### src/rtl/alu_seq.sv
// Multi-cycle ALU with iterative multiply/divide, bit-serial shifts,
// registered flags and a valid/ready handshake on both sides.
module alu_seq #(
    parameter int WIDTH = 16,
    parameter int SHW   = $clog2(WIDTH)
) (
    input  logic             i_clk,
    input  logic             i_rst,
    input  logic             i_valid,
    output logic             o_ready,
    input  logic [3:0]       i_op,
    input  logic [WIDTH-1:0] i_data_a,
    input  logic [WIDTH-1:0] i_data_b,
    input  logic             i_carry,
    output logic             o_valid,
    input  logic             i_ready,
    output logic [WIDTH-1:0] o_data,
    output logic [WIDTH-1:0] o_data_hi,
    output logic [3:0]       o_flag,
    output logic             o_err
);

    typedef enum logic [1:0] {IDLE, RUN, DONE} state_t;

    localparam logic [3:0] OP_ADD  = 4'h0;
    localparam logic [3:0] OP_ADC  = 4'h1;
    localparam logic [3:0] OP_SUB  = 4'h2;
    localparam logic [3:0] OP_SBC  = 4'h3;
    localparam logic [3:0] OP_AND  = 4'h4;
    localparam logic [3:0] OP_OR   = 4'h5;
    localparam logic [3:0] OP_XOR  = 4'h6;
    localparam logic [3:0] OP_PASS = 4'h7;
    localparam logic [3:0] OP_SHL  = 4'h8;
    localparam logic [3:0] OP_SHR  = 4'h9;
    localparam logic [3:0] OP_SAR  = 4'hA;
    localparam logic [3:0] OP_MUL  = 4'hB;
    localparam logic [3:0] OP_DIVU = 4'hC;

    state_t           state_q, state_d;
    logic [3:0]       op_q, op_d;
    logic             cin_q, cin_d;
    logic             sc_q, sc_d;
    logic             valid_q, valid_d;
    logic             err_q, err_d;
    logic [WIDTH-1:0] acc_q, acc_d;
    logic [WIDTH-1:0] lo_q, lo_d;
    logic [WIDTH-1:0] b_q, b_d;
    logic [WIDTH-1:0] data_q, data_d;
    logic [WIDTH-1:0] hi_q, hi_d;
    logic [3:0]       flag_q, flag_d;
    logic [SHW-1:0]   cnt_q, cnt_d;

    logic [SHW-1:0]   shamt;
    logic [WIDTH:0]   add_w, sub_w, mul_w, div_w;
    logic [WIDTH-1:0] res, res_hi;
    logic             res_c, res_v, res_e;
    logic             in_shift;

    // lo_q doubles as operand A for single-cycle ops
    assign shamt = b_q[SHW-1:0];
    assign add_w = {1'b0, lo_q} + {1'b0, b_q}
                 + {{WIDTH{1'b0}}, cin_q & (op_q == OP_ADC)};
    assign sub_w = {1'b0, lo_q} - {1'b0, b_q}
                 - {{WIDTH{1'b0}}, cin_q & (op_q == OP_SBC)};
    assign mul_w = {1'b0, acc_q}
                 + {1'b0, (lo_q[0] ? b_q : {WIDTH{1'b0}})};
    assign div_w = {acc_q, lo_q[WIDTH-1]};

    assign in_shift = (i_op == OP_SHL) || (i_op == OP_SHR)
                   || (i_op == OP_SAR);

    always_comb begin
        state_d = state_q;
        op_d    = op_q;
        cin_d   = cin_q;
        sc_d    = sc_q;
        valid_d = valid_q;
        err_d   = err_q;
        acc_d   = acc_q;
        lo_d    = lo_q;
        b_d     = b_q;
        data_d  = data_q;
        hi_d    = hi_q;
        flag_d  = flag_q;
        cnt_d   = cnt_q;
        res     = '0;
        res_hi  = '0;
        res_c   = 1'b0;
        res_v   = 1'b0;
        res_e   = 1'b0;
        unique case (state_q)
            IDLE: begin
                if (i_valid) begin
                    state_d = RUN;
                    op_d    = i_op;
                    cin_d   = i_carry;
                    lo_d    = i_data_a;
                    b_d     = i_data_b;
                    sc_d    = 1'b0;
                    acc_d   = in_shift ? i_data_a : '0;
                    cnt_d   = '0;
                    if (in_shift && i_data_b[SHW-1:0] != '0)
                        cnt_d = i_data_b[SHW-1:0] - SHW'(1);
                    if (i_op == OP_MUL
                        || (i_op == OP_DIVU && i_data_b != '0))
                        cnt_d = SHW'(WIDTH - 1);
                end
            end
            RUN: begin
                unique case (op_q)
                    OP_ADD, OP_ADC: begin
                        res   = add_w[WIDTH-1:0];
                        res_c = add_w[WIDTH];
                        res_v = (lo_q[WIDTH-1] == b_q[WIDTH-1])
                             && (res[WIDTH-1] != lo_q[WIDTH-1]);
                    end
                    OP_SUB, OP_SBC: begin
                        res   = sub_w[WIDTH-1:0];
                        res_c = sub_w[WIDTH];
                        res_v = (lo_q[WIDTH-1] != b_q[WIDTH-1])
                             && (res[WIDTH-1] != lo_q[WIDTH-1]);
                    end
                    OP_AND:  res = lo_q & b_q;
                    OP_OR:   res = lo_q | b_q;
                    OP_XOR:  res = lo_q ^ b_q;
                    OP_PASS: res = b_q;
                    OP_SHL, OP_SHR, OP_SAR: begin
                        if (shamt != '0) begin
                            if (op_q == OP_SHL) begin
                                acc_d = {acc_q[WIDTH-2:0], 1'b0};
                                sc_d  = acc_q[WIDTH-1];
                            end else begin
                                acc_d = {((op_q == OP_SAR) && acc_q[WIDTH-1]),
                                         acc_q[WIDTH-1:1]};
                                sc_d  = acc_q[0];
                            end
                        end
                        res   = acc_d;
                        res_c = sc_d;
                    end
                    OP_MUL: begin
                        acc_d  = mul_w[WIDTH:1];
                        lo_d   = {mul_w[0], lo_q[WIDTH-1:1]};
                        res    = lo_d;
                        res_hi = acc_d;
                        res_c  = |acc_d;
                    end
                    OP_DIVU: begin
                        if (b_q == '0) begin
                            res    = '1;
                            res_hi = lo_q;
                            res_e  = 1'b1;
                        end else begin
                            // restoring step: remainder stays below b
                            if (div_w >= {1'b0, b_q}) begin
                                acc_d = div_w[WIDTH-1:0] - b_q;
                                lo_d  = {lo_q[WIDTH-2:0], 1'b1};
                            end else begin
                                acc_d = div_w[WIDTH-1:0];
                                lo_d  = {lo_q[WIDTH-2:0], 1'b0};
                            end
                            res    = lo_d;
                            res_hi = acc_d;
                        end
                    end
                    default: res_e = 1'b1;
                endcase
                if (cnt_q == '0) begin
                    state_d = DONE;
                    valid_d = 1'b1;
                    data_d  = res;
                    hi_d    = res_hi;
                    err_d   = res_e;
                    flag_d  = {res[WIDTH-1], (res == '0), res_c, res_v};
                end else begin
                    cnt_d = cnt_q - SHW'(1);
                end
            end
            DONE: begin
                if (i_ready) begin
                    state_d = IDLE;
                    valid_d = 1'b0;
                end
            end
            default: state_d = IDLE;
        endcase
    end

    always_ff @(posedge i_clk or posedge i_rst) begin
        if (i_rst) begin
            state_q <= IDLE;
            op_q    <= '0;
            cin_q   <= 1'b0;
            sc_q    <= 1'b0;
            valid_q <= 1'b0;
            err_q   <= 1'b0;
            acc_q   <= '0;
            lo_q    <= '0;
            b_q     <= '0;
            data_q  <= '0;
            hi_q    <= '0;
            flag_q  <= '0;
            cnt_q   <= '0;
        end else begin
            state_q <= state_d;
            op_q    <= op_d;
            cin_q   <= cin_d;
            sc_q    <= sc_d;
            valid_q <= valid_d;
            err_q   <= err_d;
            acc_q   <= acc_d;
            lo_q    <= lo_d;
            b_q     <= b_d;
            data_q  <= data_d;
            hi_q    <= hi_d;
            flag_q  <= flag_d;
            cnt_q   <= cnt_d;
        end
    end

    assign o_ready   = (state_q == IDLE);
    assign o_valid   = valid_q;
    assign o_data    = data_q;
    assign o_data_hi = hi_q;
    assign o_flag    = flag_q;
    assign o_err     = err_q;

endmodule

### config.mk
export PLATFORM = sky130hd
export DESIGN_NAME = alu_seq
export DESIGN_NICKNAME = d
export VERILOG_FILES = /design/src/rtl/alu_seq.sv
export SDC_FILE = /design/constraint.sdc
export NUM_CORES = 1
export LEC_CHECK = 0
export CORE_MARGIN = 2
export CORE_UTILIZATION = 55
export DETAILED_ROUTE_END_ITERATION = 10
export PLACE_DENSITY = 0.73
export SYNTH_ARGS = -nofsm -noshare
export SYNTH_HDL_FRONTEND = slang
export SYNTH_SLANG_ARGS = --single-unit
### constraint.sdc
create_clock -name i_clk -period 5.8 [get_ports i_clk]
set_clock_uncertainty 0.05 [all_clocks]
set_input_delay 0.58 -clock i_clk [delete_from_list [all_inputs] [get_ports i_clk]]
set_output_delay 0.58 -clock i_clk [all_outputs]
set_load 0.02 [all_outputs]
==> impl_metrics.json <==
{
  "grt_max_degree": 62,
  "fin_crit_sh": 0.7465,
  "gr-total-overflow": 0,
  "antenna_found_initial": 0,
  "crit_arrival_ns": 4.52,
  "gp_congestion": 0.9851,
  "clock.fmax_ghz": 0.2310,
  "crit_fanout": 23,
  "cts_resized": 0,
  "grt_usage": 0.4114,
  "hold_violations": 0,
  "dp_slack_ns": 1.566,
  "finalNetCount": 1557,
  "grt_pass1_vias": 10601,
  "synthCells": 1375,
  "drc": 0,
  "regToRegEndpoint": "o_flag[1]",
  "ys_ff_latch": 97,
  "setup_viol": 0,
  "postCtsHoldBufs": 0,
  "synth-seq-area-share": 0.2291,
  "core_sq_mm": 0.01883,
  "r2r_cells": 14,
  "grt_pass1_wl_mm": 63.13,
  "hold_class": "flop to flop",
  "slew-limit-headroom": 0.2304,
  "maxCapViolCount": 0,
  "status": "finished clean",
  "port_buffers": 79,
  "detail_route.wl_per_cell_microns": 24.81,
  "initial_utilization": 0.5626,
  "final_cell_mix": "nand2_1 (176), o21ai_0 (117), nor2_1 (113)",
  "die_y_microns": 142.8,
  "path_clk_slew_ns": 0.07,
  "post_cts_buffers": 0,
  "rsz0062_at_grt": "no",
  "clk_root_buffer_cell": "clkbuf_16",
  "dr.pass1.iters": 7,
  "h-tree-depth": 3,
  "instances_no_fill": 1679,
  "required_ns": 5.99,
  "drtAntennaViolNets": 0,
  "critPathLaunch": "op_q[0]",
  "layout-drive-gt1-share": 0.06131,
  "cp-start-kind": "flop",
  "dpl.hpwl_mm": 31.64,
  "area.growth.synth_to_final_pct": 12.60,
  "numCtsBuffers": 9,
  "endpoint_kind": "flop",
  "row_count": 50,
  "die_area_sq_mm": 0.02039,
  "die_w_microns": 142.8,
  "synth_edf_count": 0,
  "fillers": 1759,
  "io_pins": 80,
  "drt-vias-per-instance": 6.821,
  "cts.sinks": 97,
  "cts_tree": "done",
  "insertion_delay_ns": 0.36,
  "dp.cells": 1663,
  "critPathKind": "flop to flop",
  "tightest_slew_ns": 1.151,
  "drt_iter0_drc": 1635,
  "rr_startpoint": "op_q[0]",
  "crit_end": "o_flag[1]",
  "synth_area_per_cell_sq_um": 7.705,
  "async_reset_ff_frac": 1.000,
  "mappedNetlistArea_sq_mm": 0.01059,
  "syn_nets": 1518,
  "drt_wl_total_mm": 41.66,
  "met3WireLength_mm": 3.978,
  "fin_crit_ns": 4.329,
  "slew_violations": 0,
  "yosysWarnings": 0,
  "n_antenna_cell": 0,
  "r2r_setup_slack_ns": 1.47,
  "ys_types": 95,
  "cts_buffer_depth": 2,
  "layout_commonest_cell": "nand2_1",
  "tns_ns": 0,
  "highest_layer": "met4",
  "wl_met2_mm": 18.15,
  "drt-met1-wl_mm": 16.92,
  "min-delay-start": "o_data_hi[10]",
  "ys.flop_type": "dfrtp_1",
  "vias": 11452,
  "finalWorstSetupSlack_ns": 1.471
}
==> worst min-delay path by stage <==
stage,end,slack (ns),cells past startpoint
global route,o_data_hi[10],0.45,2
global placement,o_data_hi[10],0.41,2
floorplan,cin_q,0.42,2
CTS,o_data_hi[10],0.43,2
detailed placement,o_data_hi[10],0.41,2
finish,o_data_hi[10],0.43,2
==> logic make-up after synthesis <==
group	share of synthesized area
adders and majority gates	0.1247
xor gates and xnor gates	0.03189
AOI/OAI and AO/OA	0.2930
DFF	0.2291
buffers and inverters	0.06224
and+or+nand+nor	0.2187
muxes	0.04027
==> area by class of cell <==
cell class,count,area [sq um],share of cell area
multi-input combinational,1127,7553,0.6332
inverter,70,265.3,0.02224
sequential,97,2427,0.2035
tap,260,325.3,0.02727
clock inverter,6,112.6,0.009440
clock buffer,10,229.0,0.01919
timing repair buffer,109,1016,0.08517
==> worst max-delay path: stages (launching register included) <==
cell and delay, ns:
dfrtp_1 0.32, buf_4 0.28, and2_1 0.40, nand3_1 0.17
fa_1 0.45, fa_1 0.47, o211ai_1 0.31, a21oi_1 0.15
nor3_1 0.28, o31ai_1 0.17, a2111o_1 0.42, o21ai_0 0.13
xnor2_1 0.16, o221ai_1 0.13, o32a_1 0.32
==> synthesized netlist by cell type (6+ instances only) <==
cell / instances / area share
nand2_1: 177 / 0.063
o21ai_0: 117 / 0.055
nor2_1: 113 / 0.040
dfrtp_1: 97 / 0.23
ha_1: 96 / 0.11
a21oi_1: 82 / 0.039
inv_1: 67 / 0.024
clkbuf_1: 45 / 0.016
nor3_1: 42 / 0.020
nand3_1: 41 / 0.019
mux2i_1: 37 / 0.035
o211ai_1: 36 / 0.026
a211oi_1: 31 / 0.022
xnor2_1: 24 / 0.020
a21o_1: 17 / 0.012
a22oi_1: 15 / 0.011
a31oi_1: 15 / 0.0089
o21ai_1: 15 / 0.0071
buf_2: 14 / 0.0066
buf_4: 14 / 0.0099
o31ai_1: 14 / 0.0099
o221ai_1: 13 / 0.011
and3_1: 12 / 0.0071
nand2b_1: 12 / 0.0071
xor2_1: 12 / 0.0099
and2_1: 11 / 0.0065
nor2b_1: 11 / 0.0065
nand4_1: 10 / 0.0059
nor4_1: 10 / 0.0059
o21a_1: 10 / 0.0071
a22o_1: 9 / 0.0074
nor3b_1: 8 / 0.0057
o22ai_1: 8 / 0.0047
fa_1: 6 / 0.011
==> registers in the layout, summed over array words and instances (netlist names) <==
| signal | count |
|---|---|
| o_data | 16 |
| o_flag | 3 |
| o_err | 1 |
| acc_q | 16 |
| op_q | 4 |
| cnt_q | 4 |
| lo_q | 16 |
| cin_q | 1 |
| b_q | 16 |
| state_q | 2 |
| sc_q | 1 |
| o_data_hi | 16 |
| o_valid | 1 |
==> routing by layer <==
layer / up-vias / track usage
met5: - / 0
met4: 0 / 0.2272
met3: 155 / 0.07277
met2: 702 / 0.6237
met1: 5448 / 0.5556
li1: 5147 / -
==> metrics by stage <==
step	util	hold slack, ns	instance area [sq um]
2_1_floorplan	-	0.4166	10590
3_3_place_gp	0.6153	0.4109	11590
3_5_place_dp	0.6153	0.4132	11590
4_1_cts	0.6335	0.4311	11930
5_1_grt	0.6335	0.4492	11930
6_report	0.6335	0.4261	11930
Power is not shown: default switching activity piles up to over one toggle a cycle in this logic, so the estimate is an artifact.
